===== src/rtl/fib_lcd_sequencer.sv =====
// ============================================================================
// fib_lcd_sequencer
//   Turns button edges into Fibonacci requests and ships results to the LCD.
//   Rev 1.0 - initial release
// ============================================================================
`default_nettype none

module fib_lcd_sequencer #(
   parameter int               WIDTH    = 16,
   parameter int               N_MAX    = 24,
   parameter int               TIMEOUT  = 1024,
   parameter logic [WIDTH-1:0] ERR_CODE = 'hDEAD
) (
   input  logic             clk,
   input  logic             reset,
   input  logic             set_a,
   input  logic             set_b,
   input  logic [3:0]       switches,
   output logic             fib_start,
   output logic [4:0]       fib_n,
   input  logic             fib_done,
   input  logic [WIDTH-1:0] fib_result,
   output logic             disp_valid,
   output logic [WIDTH-1:0] disp_data,
   input  logic             disp_ready,
   output logic             busy,
   output logic [4:0]       cur_index,
   output logic             ovf,
   output logic             timeout_err
);

   localparam logic [1:0] S_IDLE  = 2'd0;
   localparam logic [1:0] S_START = 2'd1;
   localparam logic [1:0] S_WAIT  = 2'd2;
   localparam logic [1:0] S_SEND  = 2'd3;

   localparam int               CNT_W     = (TIMEOUT > 1) ? $clog2(TIMEOUT) : 1;
   localparam logic [CNT_W-1:0] CNT_LAST  = CNT_W'(TIMEOUT - 1);
   localparam logic [4:0]       N_MAX_IDX = 5'(N_MAX);

   logic [1:0]       state_q, state_d;
   logic [4:0]       index_q, index_d;
   logic             pending_q, pending_d;
   logic [4:0]       fib_n_q, fib_n_d;
   logic [WIDTH-1:0] data_q, data_d;
   logic             ovf_q, ovf_d;
   logic             tmo_q, tmo_d;
   logic [CNT_W-1:0] cnt_q, cnt_d;
   logic             set_a_q, set_b_q;
   logic             ev_a, ev_b;

   assign ev_a = set_a & ~set_a_q;
   assign ev_b = set_b & ~set_b_q;

   always_comb begin
      state_d   = state_q;
      index_d   = index_q;
      pending_d = pending_q;
      fib_n_d   = fib_n_q;
      data_d    = data_q;
      ovf_d     = ovf_q;
      tmo_d     = tmo_q;
      cnt_d     = cnt_q;

      case (state_q)
         S_IDLE: begin
            if (pending_q) begin
               pending_d = 1'b0;
               ovf_d     = 1'b0;
               tmo_d     = 1'b0;
               // Out-of-range indices skip the engine and display all ones.
               if (index_q > N_MAX_IDX) begin
                  ovf_d   = 1'b1;
                  data_d  = '1;
                  state_d = S_SEND;
               end else begin
                  fib_n_d = index_q;
                  state_d = S_START;
               end
            end
         end
         S_START: begin
            cnt_d   = '0;
            state_d = S_WAIT;
         end
         S_WAIT: begin
            if (fib_done) begin
               data_d  = fib_result;
               state_d = S_SEND;
            end else if (cnt_q == CNT_LAST) begin
               data_d  = ERR_CODE;
               tmo_d   = 1'b1;
               state_d = S_SEND;
            end else begin
               cnt_d = cnt_q + 1'b1;
            end
         end
         S_SEND: begin
            if (disp_ready) state_d = S_IDLE;
         end
         default: state_d = S_IDLE;
      endcase

      // Button events apply in every state; a new event overrides the IDLE clear.
      if (ev_a) begin
         index_d = {1'b0, switches};
      end else if (ev_b) begin
         index_d = index_q + 5'd1;
      end
      if (ev_a | ev_b) pending_d = 1'b1;
   end

   always_ff @(posedge clk) begin
      if (reset) begin
         state_q   <= S_IDLE;
         index_q   <= '0;
         pending_q <= 1'b1;
         fib_n_q   <= '0;
         data_q    <= '0;
         ovf_q     <= 1'b0;
         tmo_q     <= 1'b0;
         cnt_q     <= '0;
         set_a_q   <= 1'b0;
         set_b_q   <= 1'b0;
      end else begin
         state_q   <= state_d;
         index_q   <= index_d;
         pending_q <= pending_d;
         fib_n_q   <= fib_n_d;
         data_q    <= data_d;
         ovf_q     <= ovf_d;
         tmo_q     <= tmo_d;
         cnt_q     <= cnt_d;
         set_a_q   <= set_a;
         set_b_q   <= set_b;
      end
   end

   assign fib_start   = (state_q == S_START);
   assign disp_valid  = (state_q == S_SEND);
   assign busy        = (state_q != S_IDLE);
   assign fib_n       = fib_n_q;
   assign disp_data   = data_q;
   assign cur_index   = index_q;
   assign ovf         = ovf_q;
   assign timeout_err = tmo_q;

endmodule

`default_nettype wire


===== config.mk =====
export PLATFORM = sky130hd
export DESIGN_NAME = fib_lcd_sequencer
export DESIGN_NICKNAME = d
export VERILOG_FILES = /design/src/rtl/fib_lcd_sequencer.sv
export SDC_FILE = /design/constraint.sdc
export NUM_CORES = 1
export LEC_CHECK = 0
export CAP_MARGIN = 15
export CORE_MARGIN = 1.5
export CORE_UTILIZATION = 48
export CTS_CLUSTER_DIAMETER = 80
export DETAILED_ROUTE_END_ITERATION = 8
export GPL_ROUTABILITY_DRIVEN = 0
export GPL_TIMING_DRIVEN = 0
export PLACE_DENSITY = 0.8
export SLEW_MARGIN = 20
export SYNTH_ARGS = -nofsm -noshare
export SYNTH_HDL_FRONTEND = slang
export SYNTH_SLANG_ARGS = --single-unit
export TNS_END_PERCENT = 5

===== constraint.sdc =====
create_clock -name clk -period 2.3 [get_ports clk]
set_clock_uncertainty 0.1 [all_clocks]
set_input_delay 0.345 -clock clk [delete_from_list [all_inputs] [get_ports clk]]
set_output_delay 0.345 -clock clk [all_outputs]
set_load 0.005 [all_outputs]

==> results of run 1 <==
[area by class of cell]
class / count / area share
clock inverter: 1 / 0.00182
sequential: 43 / 0.313
tap: 50 / 0.0227
timing repair buffer: 54 / 0.196
clock buffer: 7 / 0.0277
buffer: 14 / 0.0295
multi-input combinational: 154 / 0.390
inverter: 14 / 0.0191
[cell usage in the layout (no fill, tap or decap), types with 4 or more instances in the layout]
| master | count |
|---|---|
| clkdlybuf4s50_1 | 54 |
| nand2_1 | 13 |
| nand3_1 | 18 |
| a21oi_1 | 14 |
| nand4_1 | 5 |
| inv_1 | 14 |
| nor2_1 | 16 |
| dfxtp_1 | 43 |
| o221a_2 | 6 |
| ha_1 | 8 |
| a311oi_1 | 5 |
| a211oi_1 | 8 |
| clkbuf_8 | 5 |
| nor2b_1 | 4 |
| clkbuf_1 | 9 |
| o221a_1 | 5 |
| o211ai_1 | 5 |
[worst max-delay path by stage]
stage	startpoint	end	slack, ns	depth (start not counted)
global placement	state_q[0]	disp_data[9]	0.31	8
floorplan	cur_index[0]	disp_data[10]	0.47	8
global route	state_q[1]	busy	0.08	4
detailed placement	state_q[1]	disp_data[8]	0.26	8
CTS	state_q[0]	busy	0.17	4
finish	state_q[0]	busy	0.18	4
[per-stage QoR]
step	instances	cell area, sq um	total power (W)	util
floorplan	225	2070	0.00146	-
CTS	337	2750	0.00230	0.674
global route	337	2750	0.00243	0.674
finish	337	2750	0.00228	0.674
detailed placement	329	2670	0.00184	0.654
global placement	329	2670	0.00181	0.654
[flip-flops by register name, indices dropped and copies added, names as in the netlist]
| signal | flops |
|---|---|
| disp_data | 16 |
| cnt_q | 10 |
| cur_index | 5 |
| fib_n | 5 |
| state_q | 2 |
| ovf | 1 |
| pending_q | 1 |
| set_a_q | 1 |
| set_b_q | 1 |
| timeout_err | 1 |
[routing by layer]
metal	share of wire	wire length (microns)	global-route usage
met1	0.48	2350	0.283
met2	0.44	2180	0.327
met3	0.062	304	0.0617
met4	0.015	72	0.0775
met5	0	0	0
[Yosys cell counts, types with 3 or more instances]
master / count
dfxtp_1: 43
nand3_1: 18
nor2_1: 16
a21oi_1: 14
inv_1: 14
nand2_1: 13
a211oi_1: 8
ha_1: 8
clkbuf_1: 7
o221a_2: 6
a311oi_1: 5
nand4_1: 5
o211ai_1: 5
o221a_1: 5
nor2b_1: 4
buf_4: 3
mux2i_1: 3
nand2b_1: 3
nor3b_1: 3
or3_1: 3
or4_1: 3
[power by group]
| part | leakage (nW) | switching [W] | internal [W] | total (W) |
|---|---|---|---|---|
| sequential | 0.350 | 0.0000715 | 0.000855 | 0.000927 |
| clock | 0.0422 | 0.000249 | 0.000213 | 0.000462 |
| combinational | 0.601 | 0.000434 | 0.000460 | 0.000894 |
[logic make-up after synthesis]
family | Yosys count
adder cells (fa/ha/maj) | 8
AO/OA/AOI/OAI | 54
flip-flops | 43
XOR/XNOR | 4
multiplexers | 3
AND/OR/NAND/NOR | 85
buffers and inverters | 28
[worst register-to-register path: stages (launching register included)]
cell and delay (ns):
dfxtp_1 0.36, inv_1 0.10, ha_1 0.29, inv_1 0.21
o32ai_4 0.16, and2_1 0.19, buf_4 0.16, buf_6 0.14
a311oi_1 0.27
==> summary.md, run 1 <==
| Metric | Value |
|---|---|
| Worst EP arrival | `1.67 ns` |
| Die Y | `68.7 microns` |
| Vias | `1889` |
| Post-Synthesis Cells | `225` |
| Setup TNS | `0 ns` |
| Tmin final | `2.12 ns` |
| Vias in the first global route | `1618` |
| Initial cell density of the core | `0.506` |
| Die area | `4710 sq um` |
| Area grow syn2layout | `33.1%` |
| Synth Area in Compound Gates | `0.213` |
| Min-Delay Path Depth | `3` |
| Drt drc | `0` |
| TritonCTS clock tree | `yes` |
| RR Endpoint | `disp_data[8]` |
| Total global routing track utilization | `0.213` |
| Crit-path cells | `inv_1 -> ha_1 -> inv_1 -> clkdlybuf4s50_1` |
| DRT antenna net count | `0` |
| Dominant synthesized flop cell | `dfxtp_1` |
| Global route total overflow | `0` |
| Library cells used by synthesis | `46` |
| Setup crit start kind | `flip-flop` |
| Hold buffers post-CTS | `0` |
| Initial antenna violation count | `0` |
| Worst hold path class | `in2reg` |
| Max_slew headroom | `0.630` |
| Die Width | `68.7 microns` |
| Hold Fails Final Rpt | `0` |
| Max Root-Sink Buffers | `2` |
| Post-DP HPWL | `3550 microns` |
| WHS | `0.246 ns` |
| Row count | `23` |
| Post-Synth Simple-Gate Area | `0.227` |
| Yosys reg bits | `43` |
| Worst-path maximum fanout | `4` |
| PwrDens | `829 nW/um^2` |
| Status | `complete, no violations` |
| Top cell by count, worst path | `inv_1` |
| Syn avg cell area | `9.20 sq um` |
| H-tree depth | `2` |
| CP bufs+invs | `3` |
| Worst Reg-to-Reg Cells | `8` |
| # IOs | `57` |
| Root Buffer | `clkbuf_8` |
| Post-Synth XOR/XNOR Area | `0.0169` |
| Hold wc startpoint | `fib_done` |
| Post-CTS Resized | `0` |
| Syn Std Cell Area | `2070 sq um` |
| Post-DR vias/cell | `5.61` |
| Reg clk slew, reported paths | `0.08 ns` |
| Adder-cell share of the synthesized area | `0.0484` |
| Combinational family with the most area after synthesis | `simple AND/OR/NAND/NOR gates` |
| Top cells by area, synth | `dfxtp_1, ha_1, nand3_1` |
| Worst VDD drop | `0.000418 V` |
| Register area share after synthesis | `0.416` |
| Final Slew Violations | `0` |
| Crit share post-route | `0.920` |
| Max Clock Freq | `472 MHz` |
| Filler cells | `353` |
| Drt pass-1 iters | `4` |
| Post-synth ARST share | `0` |
| Largest net degree at the start of global routing | `13` |
| Endpoint class of the critical path | `output port` |
| Area of the multi-input gates | `1070 sq um` |
| Maxcap violations | `0` |
| Yosys top cell area share | `0.416` |
| Final WL | `4900 microns` |
| RR Startpoint | `state_q[0]` |
| Antenna cells | `0` |
| Worst path max stage delay | `0.52 ns` |
| Kind of cell adding the most delay to the critical path | `buffers and inverters` |
| First-pass GRT wire length | `7500 microns` |
| Clock sink total | `43` |
| Post-CTS Repair Setup Buffers | `0` |
| CTS Buf Count | `5` |
| RSZ-0062 raised after global routing | `false` |
| Worst Max-Slew Pin Slew | `0.553 ns` |
| Place WS | `0.258 ns` |
| Worst setup margin | `0.184 ns` |
| Reg area | `861 sq um` |
| Number of enable flip-flop cells after synthesis | `0` |
| CP Class | `reg2out` |
| WP data required | `1.86 ns` |
| Initial DRC count | `101` |
| Mux share of post-synthesis cell area | `0.0145` |
| Largest area contributor in the netlist | `dfxtp_1` |
| Share of cells above drive strength 1 | `0.0871` |
| Pleak | `0.993 nW` |
| Port Buffers | `54` |
| Clk_lat worst skew | `0.29 ns` |
| Core ar. | `4090 sq um` |
| Drt wl/cell | `14.5 microns` |
| Yosys synthesis warning count | `0` |
| Post-layout nets | `320` |
| Worst hold endpoint | `disp_data[1]` |
| Critical Path Slowest Stage Cell | `clkdlybuf4s50_1` |
| Net count after synthesis | `259` |
| Setup-failing EPs final | `0` |
| R2r setup slk | `0.23 ns` |
Power figures use the tool's default switching activity.
==> inputs of run 2 (changes only) <==
--- a/config.mk
+++ b/config.mk
@@ -7,12 +7,13 @@
 export LEC_CHECK = 0
 export CAP_MARGIN = 15
 export CORE_MARGIN = 1.5
-export CORE_UTILIZATION = 48
+export CORE_UTILIZATION = 49
+export CTS_BUF_LIST = sky130_fd_sc_hd__clkbuf_8
 export CTS_CLUSTER_DIAMETER = 80
 export DETAILED_ROUTE_END_ITERATION = 8
 export GPL_ROUTABILITY_DRIVEN = 0
 export GPL_TIMING_DRIVEN = 0
-export PLACE_DENSITY = 0.8
+export PLACE_DENSITY = 0.81
 export SLEW_MARGIN = 20
 export SYNTH_ARGS = -nofsm -noshare
 export SYNTH_HDL_FRONTEND = slang
==> run 2 against run 1 <==
Effect of this change: hold slack better by 0.0026 ns; utilization up 1.8 points; power increased by 6.8%; maximum frequency down 2.1%; first-iteration DRC count up 48%; sequential power hardly changed; largest cell class unchanged; die area fell by 2.0%; critical path type unchanged; clock-buffer cell count fell by 2; sequential cell count unchanged; critical path depth stayed put; largest power group unchanged; routed wire length rose by 2.4%; combinational power rose by 0.8%.
==> summary.md, run 2 (synthesized netlist as in run 1, its figures left out) <==
| Metric | Value |
|---|---|
| Port Buffers | `54` |
| Drt pass-1 iters | `4` |
| Post-CTS Repair Setup Buffers | `0` |
| Reg clk slew, reported paths | `0.08 ns` |
| CP bufs+invs | `3` |
| Final WL | `5020 microns` |
| Antenna cells | `0` |
| Worst-path maximum fanout | `4` |
| Maxcap violations | `0` |
| Post-CTS Resized | `0` |
| Crit-path cells | `inv_1 -> ha_1 -> inv_1 -> clkdlybuf4s50_1` |
| Worst Reg-to-Reg Cells | `8` |
| Final Slew Violations | `0` |
| Die Y | `68.0 microns` |
| Share of cells above drive strength 1 | `0.0941` |
| Setup TNS | `0 ns` |
| Vias | `1932` |
| Worst hold path class | `in2reg` |
| Pleak | `1.01 nW` |
| Clock power frac | `0.250` |
| Min-Delay Path Depth | `3` |
| Endpoint class of the critical path | `output port` |
| Die Width | `68.0 microns` |
| Core ar. | `4030 sq um` |
| Max_slew headroom | `0.625` |
| Filler cells | `322` |
| Total global routing track utilization | `0.219` |
| Area of the multi-input gates | `1070 sq um` |
| CP Class | `reg2out` |
| First-pass GRT wire length | `7560 microns` |
| Sw power | `0.000793 W` |
| R2r setup slk | `0.23 ns` |
| Hold buffers post-CTS | `0` |
| Placement Cell Area | `2670 sq um` |
| CTS Buf Count | `5` |
| Critical Path Stages | `4` |
| Initial DRC count | `149` |
| WHS | `0.248 ns` |
| Max Clock Freq | `463 MHz` |
| # IOs | `57` |
| Most common cell after layout, fill and taps aside | `clkdlybuf4s50_1` |
| Reg power frac | `0.380` |
| Root Buffer | `clkbuf_8` |
| Post-layout nets | `320` |
| Hold Fails Final Rpt | `0` |
| Reg area | `861 sq um` |
| Clock sink total | `43` |
| Row count | `23` |
| Worst VDD drop | `0.000490 V` |
| Status | `complete, no violations` |
| DRT antenna net count | `0` |
| Cell area after layout | `2790 sq um` |
| RSZ-0062 raised after global routing | `false` |
| Largest net degree at the start of global routing | `16` |
| Setup crit start kind | `flip-flop` |
| Kind of cell adding the most delay to the critical path | `buffers and inverters` |
| PwrDens | `874 nW/um^2` |
| TritonCTS clock tree | `yes` |
| Max Root-Sink Buffers | `2` |
| Tmin final | `2.16 ns` |
| Setup-failing EPs final | `0` |
| Drt drc | `0` |
| Combinational Power Share | `0.370` |
| Max reg flops | `16` |
| Worst Max-Slew Pin Slew | `0.562 ns` |
| Internal power | `0.00164 W` |
| Most frequent cells in the layout | `clkdlybuf4s50_1, dfxtp_1, nand3_1, nor2_1` |
| Worst path max stage delay | `0.51 ns` |
| Top cell by count, worst path | `inv_1` |
| Crit share post-route | `0.940` |
| Post-DP HPWL | `3610 microns` |
| Die area | `4620 sq um` |
| Area grow syn2layout | `34.8%` |
| Initial antenna violation count | `0` |
| Critical Path Slowest Stage Cell | `clkdlybuf4s50_1` |
| Post-DR vias/cell | `5.73` |
| Drt wl/cell | `14.9 microns` |
| Sw Ratio | `0.325` |
| Clk_lat worst skew | `0.30 ns` |
| Initial cell density of the core | `0.514` |
| Global route total overflow | `0` |
| Vias in the first global route | `1665` |
| WP data required | `1.86 ns` |
| H-tree depth | `2` |
| Worst EP arrival | `1.72 ns` |
==> run 2: layer usage <==
layer / GRT usage / up-vias / wire length (microns)
li1: - / 950 / -
met1: 0.279 / 893 / 2290
met2: 0.358 / 82 / 2310
met3: 0.0559 / 7 / 384
met4: 0.0775 / 0 / 38
met5: 0 / - / 0
==> run 2: cell type report <==
| type | instances | area share |
|---|---|---|
| tap | 50 | 0.0224 |
| multi-input combinational | 154 | 0.385 |
| inverter | 14 | 0.0188 |
| clock buffer | 5 | 0.0247 |
| buffer | 14 | 0.0292 |
| sequential | 43 | 0.309 |
| timing repair buffer | 54 | 0.194 |
| clock inverter | 3 | 0.0170 |
==> run 2: worst paths after layout <==
check	to	startpoint
max	busy	state_q[0]
min	disp_data[13]	fib_done
min reg2reg	fib_n[3]	fib_n[3]
max reg2reg	disp_data[4]	state_q[0]
==> run 2: power groups by stage <==
| stage | registers [W] | logic, W | clock network [W] |
|---|---|---|---|
| 2_1_floorplan | 0.000943 | 0.000516 | 0 |
| 3_3_place_gp | 0.000938 | 0.000875 | 0 |
| 3_5_place_dp | 0.000944 | 0.000893 | 0 |
| 4_1_cts | 0.000925 | 0.000901 | 0.000621 |
| 5_1_grt | 0.000940 | 0.000985 | 0.000645 |
| 6_report | 0.000926 | 0.000901 | 0.000611 |
==> run 2: worst reg2reg max path: stages (launching register included) <==
cell and delay, ns:
dfxtp_1 0.38, inv_1 0.11, ha_1 0.29, inv_1 0.21, o32ai_4 0.15, and2_1 0.18
buf_4 0.15, buf_6 0.14, a311oi_1 0.26
==> run 2: stage by stage <==
step / utilization / instances / worst slack [ns] / total power (W)
5_1_grt: 0.692 / 337 / 0.0284 / 0.00257
4_1_cts: 0.692 / 337 / 0.131 / 0.00245
3_5_place_dp: 0.663 / 329 / 0.234 / 0.00184
2_1_floorplan: - / 225 / 0.469 / 0.00146
3_3_place_gp: 0.663 / 329 / 0.303 / 0.00181
6_report: 0.692 / 337 / 0.139 / 0.00244
==> inputs of run 3 (changes only) <==
--- a/config.mk
+++ b/config.mk
@@ -9,11 +9,11 @@
 export CORE_MARGIN = 1.5
 export CORE_UTILIZATION = 49
 export CTS_BUF_LIST = sky130_fd_sc_hd__clkbuf_8
-export CTS_CLUSTER_DIAMETER = 80
 export DETAILED_ROUTE_END_ITERATION = 8
 export GPL_ROUTABILITY_DRIVEN = 0
 export GPL_TIMING_DRIVEN = 0
 export PLACE_DENSITY = 0.81
+export SKIP_LAST_GASP = 1
 export SLEW_MARGIN = 20
 export SYNTH_ARGS = -nofsm -noshare
 export SYNTH_HDL_FRONTEND = slang
==> results of run 3 <==
Final layout, timing and power as in run 2 (identical DEF).
